==> config.mk <==
export PLATFORM = sky130hd
export DESIGN_NAME = mips_rtype_encoder
export DESIGN_NICKNAME = d
export VERILOG_FILES = /design/src/rtl/mips_rtype_encoder.sv
export SDC_FILE = /design/constraint.sdc
export NUM_CORES = 1
export LEC_CHECK = 0
export ABC_CLOCK_PERIOD_IN_PS = 3000
export CAP_MARGIN = 10
export CORE_MARGIN = 1.5
export CORE_UTILIZATION = 40
export DETAILED_ROUTE_END_ITERATION = 8
export PLACE_DENSITY = 0.75
export SYNTH_ARGS = -nofsm -noshare
export SYNTH_HDL_FRONTEND = slang
export SYNTH_SLANG_ARGS = --single-unit
export TNS_END_PERCENT = 30
==> constraint.sdc <==
create_clock -name clk -period 3 [get_ports clk]
set_input_delay 0.6 -clock clk [delete_from_list [all_inputs] [get_ports clk]]
set_output_delay 0.6 -clock clk [all_outputs]
set_load 0.01 [all_outputs]
==> src/rtl/mips_rtype_encoder.sv <==
// mips_rtype_encoder
//   Accepts a small ALU operation request, encodes it as a MIPS R-type
//   instruction word, and drives it to an external ALU core. The word is held
//   for SETTLE_CYCLES cycles. The core's combinational result is then captured
//   and handed out on a one-cycle writeback strobe.
//
// Parameters
//   SETTLE_CYCLES  cycles instr is held stable before core_result is sampled (1..15)
//
// Ports
//   clk, rst_n            clock (rising edge) and asynchronous active-low reset
//   req_valid/req_ready   request handshake; ready only while idle
//   req_op                0 ADD 1 SUB 2 AND 3 OR 4 SLTU 5 ADDU 6 SLL 7 SRL 8 SRA, others illegal
//   req_rs/rt/rd/shamt    register indices and shift amount
//   instr, instr_valid    encoded instruction word to the core and its live flag
//   core_result           combinational result returned by the core
//   wb_en/addr/data       writeback strobe, destination register, captured result
//   err                   one-cycle pulse when an illegal op is accepted
//   issued_count          wrapping count of completed legal instructions

module mips_rtype_encoder #(
  parameter int unsigned SETTLE_CYCLES = 1
) (
  input  logic        clk,
  input  logic        rst_n,
  input  logic        req_valid,
  output logic        req_ready,
  input  logic [3:0]  req_op,
  input  logic [4:0]  req_rs,
  input  logic [4:0]  req_rt,
  input  logic [4:0]  req_rd,
  input  logic [4:0]  req_shamt,
  output logic [31:0] instr,
  output logic        instr_valid,
  input  logic [31:0] core_result,
  output logic        wb_en,
  output logic [4:0]  wb_addr,
  output logic [31:0] wb_data,
  output logic        err,
  output logic [15:0] issued_count
);

  typedef enum logic [1:0] {
    IDLE,
    ISSUE,
    SETTLE,
    WB
  } state_t;

  // The counter is loaded with SETTLE_CYCLES-1 so SETTLE lasts exactly
  // SETTLE_CYCLES cycles; its last edge is the one that samples core_result.
  localparam logic [3:0] SETTLE_LOAD = 4'(SETTLE_CYCLES - 1);

  state_t      state_q;
  logic [3:0]  settleCnt_q;
  logic [4:0]  rd_q;
  logic [31:0] instr_q;
  logic        instrValid_q;
  logic        wbEn_q;
  logic [4:0]  wbAddr_q;
  logic [31:0] wbData_q;
  logic        err_q;
  logic [15:0] issued_q;

  logic        opLegal;
  logic        opIsShift;
  logic [5:0]  funct;
  logic [31:0] encodedWord;

  // Decode the requested op into its funct code. Shifts take their operand
  // from rt and shamt, so rs is zeroed for them. All other ops zero shamt.
  always_comb begin
    opLegal   = 1'b1;
    opIsShift = 1'b0;
    funct     = 6'b000000;
    case (req_op)
      4'd0: funct = 6'b100000;
      4'd1: funct = 6'b100010;
      4'd2: funct = 6'b100100;
      4'd3: funct = 6'b100101;
      4'd4: funct = 6'b101011;
      4'd5: funct = 6'b100001;
      4'd6: begin funct = 6'b000000; opIsShift = 1'b1; end
      4'd7: begin funct = 6'b000010; opIsShift = 1'b1; end
      4'd8: begin funct = 6'b000011; opIsShift = 1'b1; end
      default: opLegal = 1'b0;
    endcase
    encodedWord = {6'b000000,
                   opIsShift ? 5'b00000 : req_rs,
                   req_rt,
                   req_rd,
                   opIsShift ? req_shamt : 5'b00000,
                   funct};
  end

  // Control FSM with all outputs registered. The instruction word is built
  // and stored on the acceptance edge, so later input changes cannot affect
  // it. The write strobe and the completion count are registered decodes of
  // WB, so they appear in the cycle after WB, SETTLE_CYCLES+2 edges after
  // acceptance. That cycle is already IDLE and can accept the next request.
  always_ff @(posedge clk or negedge rst_n) begin
    if (!rst_n) begin
      state_q      <= IDLE;
      settleCnt_q  <= 4'd0;
      rd_q         <= 5'd0;
      instr_q      <= 32'd0;
      instrValid_q <= 1'b0;
      wbEn_q       <= 1'b0;
      wbAddr_q     <= 5'd0;
      wbData_q     <= 32'd0;
      err_q        <= 1'b0;
      issued_q     <= 16'd0;
    end else begin
      wbEn_q <= 1'b0;
      err_q  <= 1'b0;
      case (state_q)
        IDLE: begin
          if (req_valid) begin
            if (opLegal) begin
              instr_q      <= encodedWord;
              instrValid_q <= 1'b1;
              rd_q         <= req_rd;
              state_q      <= ISSUE;
            end else begin
              err_q <= 1'b1;
            end
          end
        end
        ISSUE: begin
          settleCnt_q <= SETTLE_LOAD;
          state_q     <= SETTLE;
        end
        SETTLE: begin
          if (settleCnt_q == 4'd0) begin
            wbData_q     <= core_result;
            wbAddr_q     <= rd_q;
            instrValid_q <= 1'b0;
            state_q      <= WB;
          end else begin
            settleCnt_q <= settleCnt_q - 4'd1;
          end
        end
        WB: begin
          wbEn_q   <= (rd_q != 5'd0);
          issued_q <= issued_q + 16'd1;
          state_q  <= IDLE;
        end
        default: state_q <= IDLE;
      endcase
    end
  end

  assign req_ready    = (state_q == IDLE);
  assign instr        = instr_q;
  assign instr_valid  = instrValid_q;
  assign wb_en        = wbEn_q;
  assign wb_addr      = wbAddr_q;
  assign wb_data      = wbData_q;
  assign err          = err_q;
  assign issued_count = issued_q;

endmodule

Yosys cells after proc, flatten, opt, wreduce, memory -nomap -nowiden --
Index checks and enable logic that the tools add are counted.
Word-level totals: register bits 93, latch bits 0, memory bits (writable) 0, memories kept 0, bits of input ports 59, memory bits (read-only) 0, logic and storage cells 59
Operators by class: $add $sub $neg 2, reduce and logical (&&, ||, !) cells 13, magnitude comparators 0, shift operators 0, multiplexer cells 19, divide/modulo/power cells 0, multipliers 0, bitwise gates (word level) 0, equality and inequality tests 15
Operators by type and width (count):
- 6-bit one-hot mux with 8 select lines | 1
- 16-bit by 1-bit adder with 16-bit output (second input constant) | 1
- 4-bit by 3-bit equality test with 1-bit output (second input constant) | 4
- 5-bit 2-to-1 mux | 2
- 1-bit 2-to-1 mux | 9
- 9-bit OR reduction | 1
- 4-bit by 2-bit equality test with 1-bit output (second input constant) | 2
- 4-bit zero test | 2
- 2-bit one-hot mux with 4 select lines | 1
- 4-bit one-hot mux with 2 select lines | 1
- 2-bit 2-to-1 mux | 3
- 2-bit inequality test (second input constant) | 3
- 3-bit AND reduction | 2
- 5-bit nonzero test | 1
- 2-bit equality test (second input constant) | 2
- 4-bit by 1-bit equality test with 1-bit output (second input constant) | 1
- 4-bit equality test (second input constant) | 1
- 4-bit 2-to-1 mux | 1
- 2-bit AND reduction | 2
- 4-bit AND reduction | 1
- 2-bit nonzero test | 2
- 4-bit by 1-bit subtractor with 4-bit output (second input constant) | 1
- 3-bit OR reduction | 1
- 2-bit by 1-bit equality test with 1-bit output (second input constant) | 1
- other kinds (3) | 3

Logic depth before layout (Yosys ltp) --
depth after elaboration 6, depth in mapped cells 8, gate-level depth less buffers 6

Worst setup path after synthesis --
Ideal clock, no wire load.
path type input to register, start point input req_op[1], end point register state_q[1], data arrival time 1.631 ns, library setup time 0.125 ns, path slack 1.245 ns, stages 5, cells stage by stage buf_4 > o31ai_4 > nand2_1 > a21boi_2 > mux2_2
Between the ends: word-level cells in the longest chain between the ends 5, elaborated cells on any way between the ends 13, those cells by class 9 x eq/ne; 1 x mux; 3 x reduce/logical
RTL lines:
- start: declaration | line 28 | input logic [3:0] req_op,
- 4-bit equality test (tied with other cells) | line 76 | case (req_op)
- 9-bit OR reduction (no line) (*)
- 1-bit 2-to-1 mux (*) | line 76
- 2-bit by 1-bit inequality test with 1-bit output (no line) (*)
- 3-bit AND reduction (no line) (*)
- end signal: assignment | line 103 | state_q <= IDLE;
- end signal: assignment | line 123 | state_q <= ISSUE;
- end signal: assignment | line 131 | state_q <= SETTLE;
- end: declaration | line 54 | state_t state_q;
Every way passes the cells marked *; elsewhere a longest branch is shown, timed or not. A chain may end at the register's enable or synchronous reset.

Worst setup path after layout --
start point register state_q[1], end point output req_ready
Between the ends: word-level cells in the longest chain between the ends 1
RTL lines:
- 2-bit zero test | line 153 | assign req_ready = (state_q == IDLE);
- end: declaration | line 27 | output logic req_ready,
Every way passes these cells.

==> flow_metrics.py <==
metrics = {
    "outcome": {
        "run_status": "finished clean",
    },
    "critical_path": {
        "max_stage_delay_ns": 0.61,
        "arrival_time_of_data_at_the_critical_path_endpoint_ns": 1.83,
        "crit_fanout": 7,
        "worst_ep_required_time_ns": 2.40,
        "crit_path_top_delay_cell": "sky130_fd_sc_hd__clkdlybuf4s50_1",
        "critical_path_class": "reg2out",
        "worst-r2r-cell-count": 6,
        "timing.critical_path.cells": "inv_1 > ha_1 > clkdlybuf4s50_1",
        "critical_path.startpoint_type": "flip-flop",
        "worst_setup_path_end_kind": "output pin",
    },
    "global_route": {
        "grt_use_total_pct": 16.20,
        "grt_first_pass_wirelength_um": 12630,
        "first_global_vias": 2642,
        "grt_overflow_total": 0,
        "number_of_antenna_violations_at_the_first_check_in_global_routing": 0,
        "maximum_number_of_pins_on_one_net_before_global_route_repair": 47,
    },
    "floorplanning": {
        "core_um2": 9153,
        "die_x_um": 99.48,
        "std_cell_rows": 35,
        "start_util_pct": 40.68,
        "die-area_um2": 9896,
        "die_height_um": 99.48,
        "boundaryPins": 148,
    },
    "clock_tree": {
        "cts.sink_count": 87,
        "cts-htree-levels": 3,
        "cts_buffers": 9,
        "worst_setup_hold_path_clk_slew_ns": 0.09,
        "tritoncts": "yes",
        "cts.repair_timing.setup_buffer_count": 0,
        "cts_hold_buf": 0,
        "worstSkewPairLatency_ns": 0.34,
        "ctsLongestPathBuffers": 2,
        "clock_tree.root_cell": "sky130_fd_sc_hd__clkbuf_8",
        "cts_resized": 0,
    },
    "placed_design": {
        "placed_cell_area_um2": 5196,
        "portBuffers": 140,
        "place.detailed.hpwl_um": 5688,
        "dpl.cell_count": 528,
        "globalplace.congestion": 0.7541,
    },
    "sta": {
        "min_period_ns": 2.429,
        "worstMarginPinSlew_ns": 0.5585,
        "max_freq_mhz": 411.8,
        "slew_headroom_pct": 62.77,
        "timing_max_transition_violations_final": 0,
        "report.final.setup_viol": 0,
        "fin_crit_sh_pct": 80.95,
        "fin_skew_ns": 0.009497,
        "hold_viol_final": 0,
        "grt_setup_unrepaired": "no",
        "setup-tns-final_ns": 0,
    },
    "synth": {
        "synth_warnings": 0,
        "dominantRegCellSynth": "sky130_fd_sc_hd__dfrtp_1",
        "yosys.cell_types.count": 39,
        "synth_async_sr_flop_share_pct": 100.0,
        "synthesis.instances": 286,
        "syn_area_um2": 3724,
        "ys_seq_area_share_pct": 58.47,
        "ys_seq_elements": 87,
        "synth.avg_cell_area_um2": 13.02,
        "number_of_enable_type_register_cells_in_the_synthesized_netlist": 0,
    },
    "route": {
        "detail-route-antenna-nets": 0,
        "iteration_count_of_the_initial_detailed_routing_pass": 4,
        "wl_per_cell_um": 14.29,
        "vias_per_cell": 4.741,
        "route.vias.total": 2579,
        "dr.first_iter.drc_count": 101,
        "wirelength_um": 7774,
        "post-route-drc-count": 0,
    },
    "finish": {
        "drive_gt1_share_pct": 17.09,
        "finalNonFillerCells": 544,
        "diodes": 0,
        "nNetsFinal": 494,
        "synthToLayoutAreaGrowth_pct": 44.19,
        "final_util_pct": 58.66,
        "final_design_area_no_fill_um2": 5369,
    },
    "power_and_ir_drop": {
        "share_comb_of_total_power_pct": 46.0,
        "power.net_switching_w": 0.001584,
        "pwr-share-clk_pct": 14.8,
        "power_per_cell_area_nw_per_um2": 925.0,
        "share_seq_of_total_power_pct": 39.3,
        "peak_vdd_ir_mv": 0.4456,
        "switching_share_pct": 31.90,
        "power.leakage_nw": 2.314,
        "internal_power_w": 0.003382,
    },
    "job": {
        "max_cap_violations": 0,
    },
    "worst_hold_path": {
        "path_class_of_the_lowest_slack_min_delay_path": "in2async",
    },
}
sequential cells by signal (all words and copies together), names as in the netlist:
| name | count |
|---|---|
| issued_count | 16 |
| instr | 21 |
| err | 1 |
| wb_data | 32 |
| rd_q | 4 |
| instr_valid | 1 |
| wb_en | 1 |
| wb_addr | 5 |
| settleCnt_q | 4 |
| state_q | 2 |
final cells by class:
type                       count  area [um^2]
clock buffer                  10        127.6
timing repair buffer         142         1439
sequential                    87         2177
fill                         784         3784
inverter                       7        26.28
clock inverter                 6        45.04
tap                          111        138.9
multi-input combinational    181         1415
cells in the mapped netlist (2+ instances only):
master	number	area share, %
sky130_fd_sc_hd__buf_4	11	2.2
sky130_fd_sc_hd__nand3_1	3	0.40
sky130_fd_sc_hd__buf_6	3	0.91
sky130_fd_sc_hd__nand2_1	30	3.0
sky130_fd_sc_hd__clkbuf_1	2	0.20
sky130_fd_sc_hd__o21ai_0	20	2.7
sky130_fd_sc_hd__nor3_1	2	0.27
sky130_fd_sc_hd__mux2_4	8	3.2
sky130_fd_sc_hd__nor3b_1	4	0.81
sky130_fd_sc_hd__xor2_1	7	1.6
sky130_fd_sc_hd__nand4_1	4	0.67
sky130_fd_sc_hd__nor2_1	9	0.91
sky130_fd_sc_hd__xnor2_1	11	2.6
sky130_fd_sc_hd__and3_1	2	0.34
sky130_fd_sc_hd__a21o_1	3	0.60
sky130_fd_sc_hd__ha_1	7	2.4
sky130_fd_sc_hd__mux2_2	42	13
sky130_fd_sc_hd__a21oi_1	4	0.54
sky130_fd_sc_hd__inv_1	7	0.71
sky130_fd_sc_hd__a31oi_1	2	0.34
sky130_fd_sc_hd__dfrtp_1	87	58
critical path, delay by kind of cell (launching register included):
family	cells	cell delay (ns)
flip-flops	1	0.42
adder cells (fa/ha/maj)	1	0.36
buffers and inverters	2	0.70
path summary, 6_finish.rpt:
| check | slack [ns] | start | end |
|---|---|---|---|
| max | 0.57 | state_q[1]$_DFFE_PN0P_ | req_ready |
| min reg2reg | 0.47 | issued_count[15]$_DFFE_PN0P_ | issued_count[15]$_DFFE_PN0P_ |
| max reg2reg | 0.94 | settleCnt_q[0]$_DFFE_PN0P_ | wb_data[2]$_DFFE_PN0P_ |
| max in group asynchronous | 2.13 | rst_n | rd_q[2]$_DFFE_PN0P_ |
| min | 0.24 | rst_n | instr[1]$_DFFE_PN0P_ |
| min in group clk | 0.47 | issued_count[15]$_DFFE_PN0P_ | issued_count[15]$_DFFE_PN0P_ |
routing by layer:
layer | track usage, % | part of all wire [%] | vias to the layer above
met3 | 5.481 | 8.5 | 7
met5 | 0 | 0 | -
met4 | 5.850 | 1.1 | 0
met2 | 25.71 | 47 | 94
li1 | - | - | 1250
met1 | 20.75 | 44 | 1228
power by group through the flow:
| stage | sequential, W | clock (W) | combinational, W |
|---|---|---|---|
| floorplan | 0.00216 | 0 | 0.000920 |
| global placement | 0.00195 | 0 | 0.00228 |
| detailed placement | 0.00197 | 0 | 0.00231 |
| CTS | 0.00195 | 0.000764 | 0.00232 |
| global route | 0.00202 | 0.000820 | 0.00246 |
| finish | 0.00195 | 0.000733 | 0.00228 |
cell usage in the layout, fill, tap and decap left out, types with 2 or more instances in the layout:
cell                                n
sky130_fd_sc_hd__conb_1             7
sky130_fd_sc_hd__nor3b_1            4
sky130_fd_sc_hd__xor2_1             7
sky130_fd_sc_hd__clkinvlp_4         3
sky130_fd_sc_hd__and3_1             2
sky130_fd_sc_hd__xnor2_1           11
sky130_fd_sc_hd__buf_12             2
sky130_fd_sc_hd__clkdlybuf4s50_1  139
sky130_fd_sc_hd__nand3_1            3
sky130_fd_sc_hd__mux2_2            42
sky130_fd_sc_hd__nor3_1             2
sky130_fd_sc_hd__clkbuf_8           9
sky130_fd_sc_hd__ha_1               7
sky130_fd_sc_hd__a21o_1             3
sky130_fd_sc_hd__nor2_1             9
sky130_fd_sc_hd__nand4_1            4
sky130_fd_sc_hd__o21ai_0           20
sky130_fd_sc_hd__a21oi_1            4
sky130_fd_sc_hd__dfrtp_1           87
sky130_fd_sc_hd__nand2_1           30
sky130_fd_sc_hd__a31oi_1            2
sky130_fd_sc_hd__mux2_4             8
sky130_fd_sc_hd__inv_1              7
sky130_fd_sc_hd__inv_6              2
metrics by stage:
step | power, W | worst slack (ns) | hold WS (ns)
5_1_grt | 0.005300 | 0.4623 | 0.2658
4_1_cts | 0.005036 | 0.5486 | 0.2501
6_report | 0.004966 | 0.5714 | 0.2411
3_5_place_dp | 0.004284 | 0.5145 | 0.4652
2_1_floorplan | 0.003076 | 1.245 | 0.3044
3_3_place_gp | 0.004230 | 0.5748 | 0.4586
cell families after synthesis:
kind of cell               after synthesis  synth area share [%]
DFF                                     87                 58.47
buffers and inverters                   24                 4.167
muxes                                   51                 16.20
xor gates and xnor gates                18                 4.234
AOI/OAI and AO/OA                       36                 6.149
and+or+nand+nor                         62                 8.334
adders and majority gates                7                 2.352
other                                    1                0.1007
Note: power is estimated with default switching activity, not from simulation.
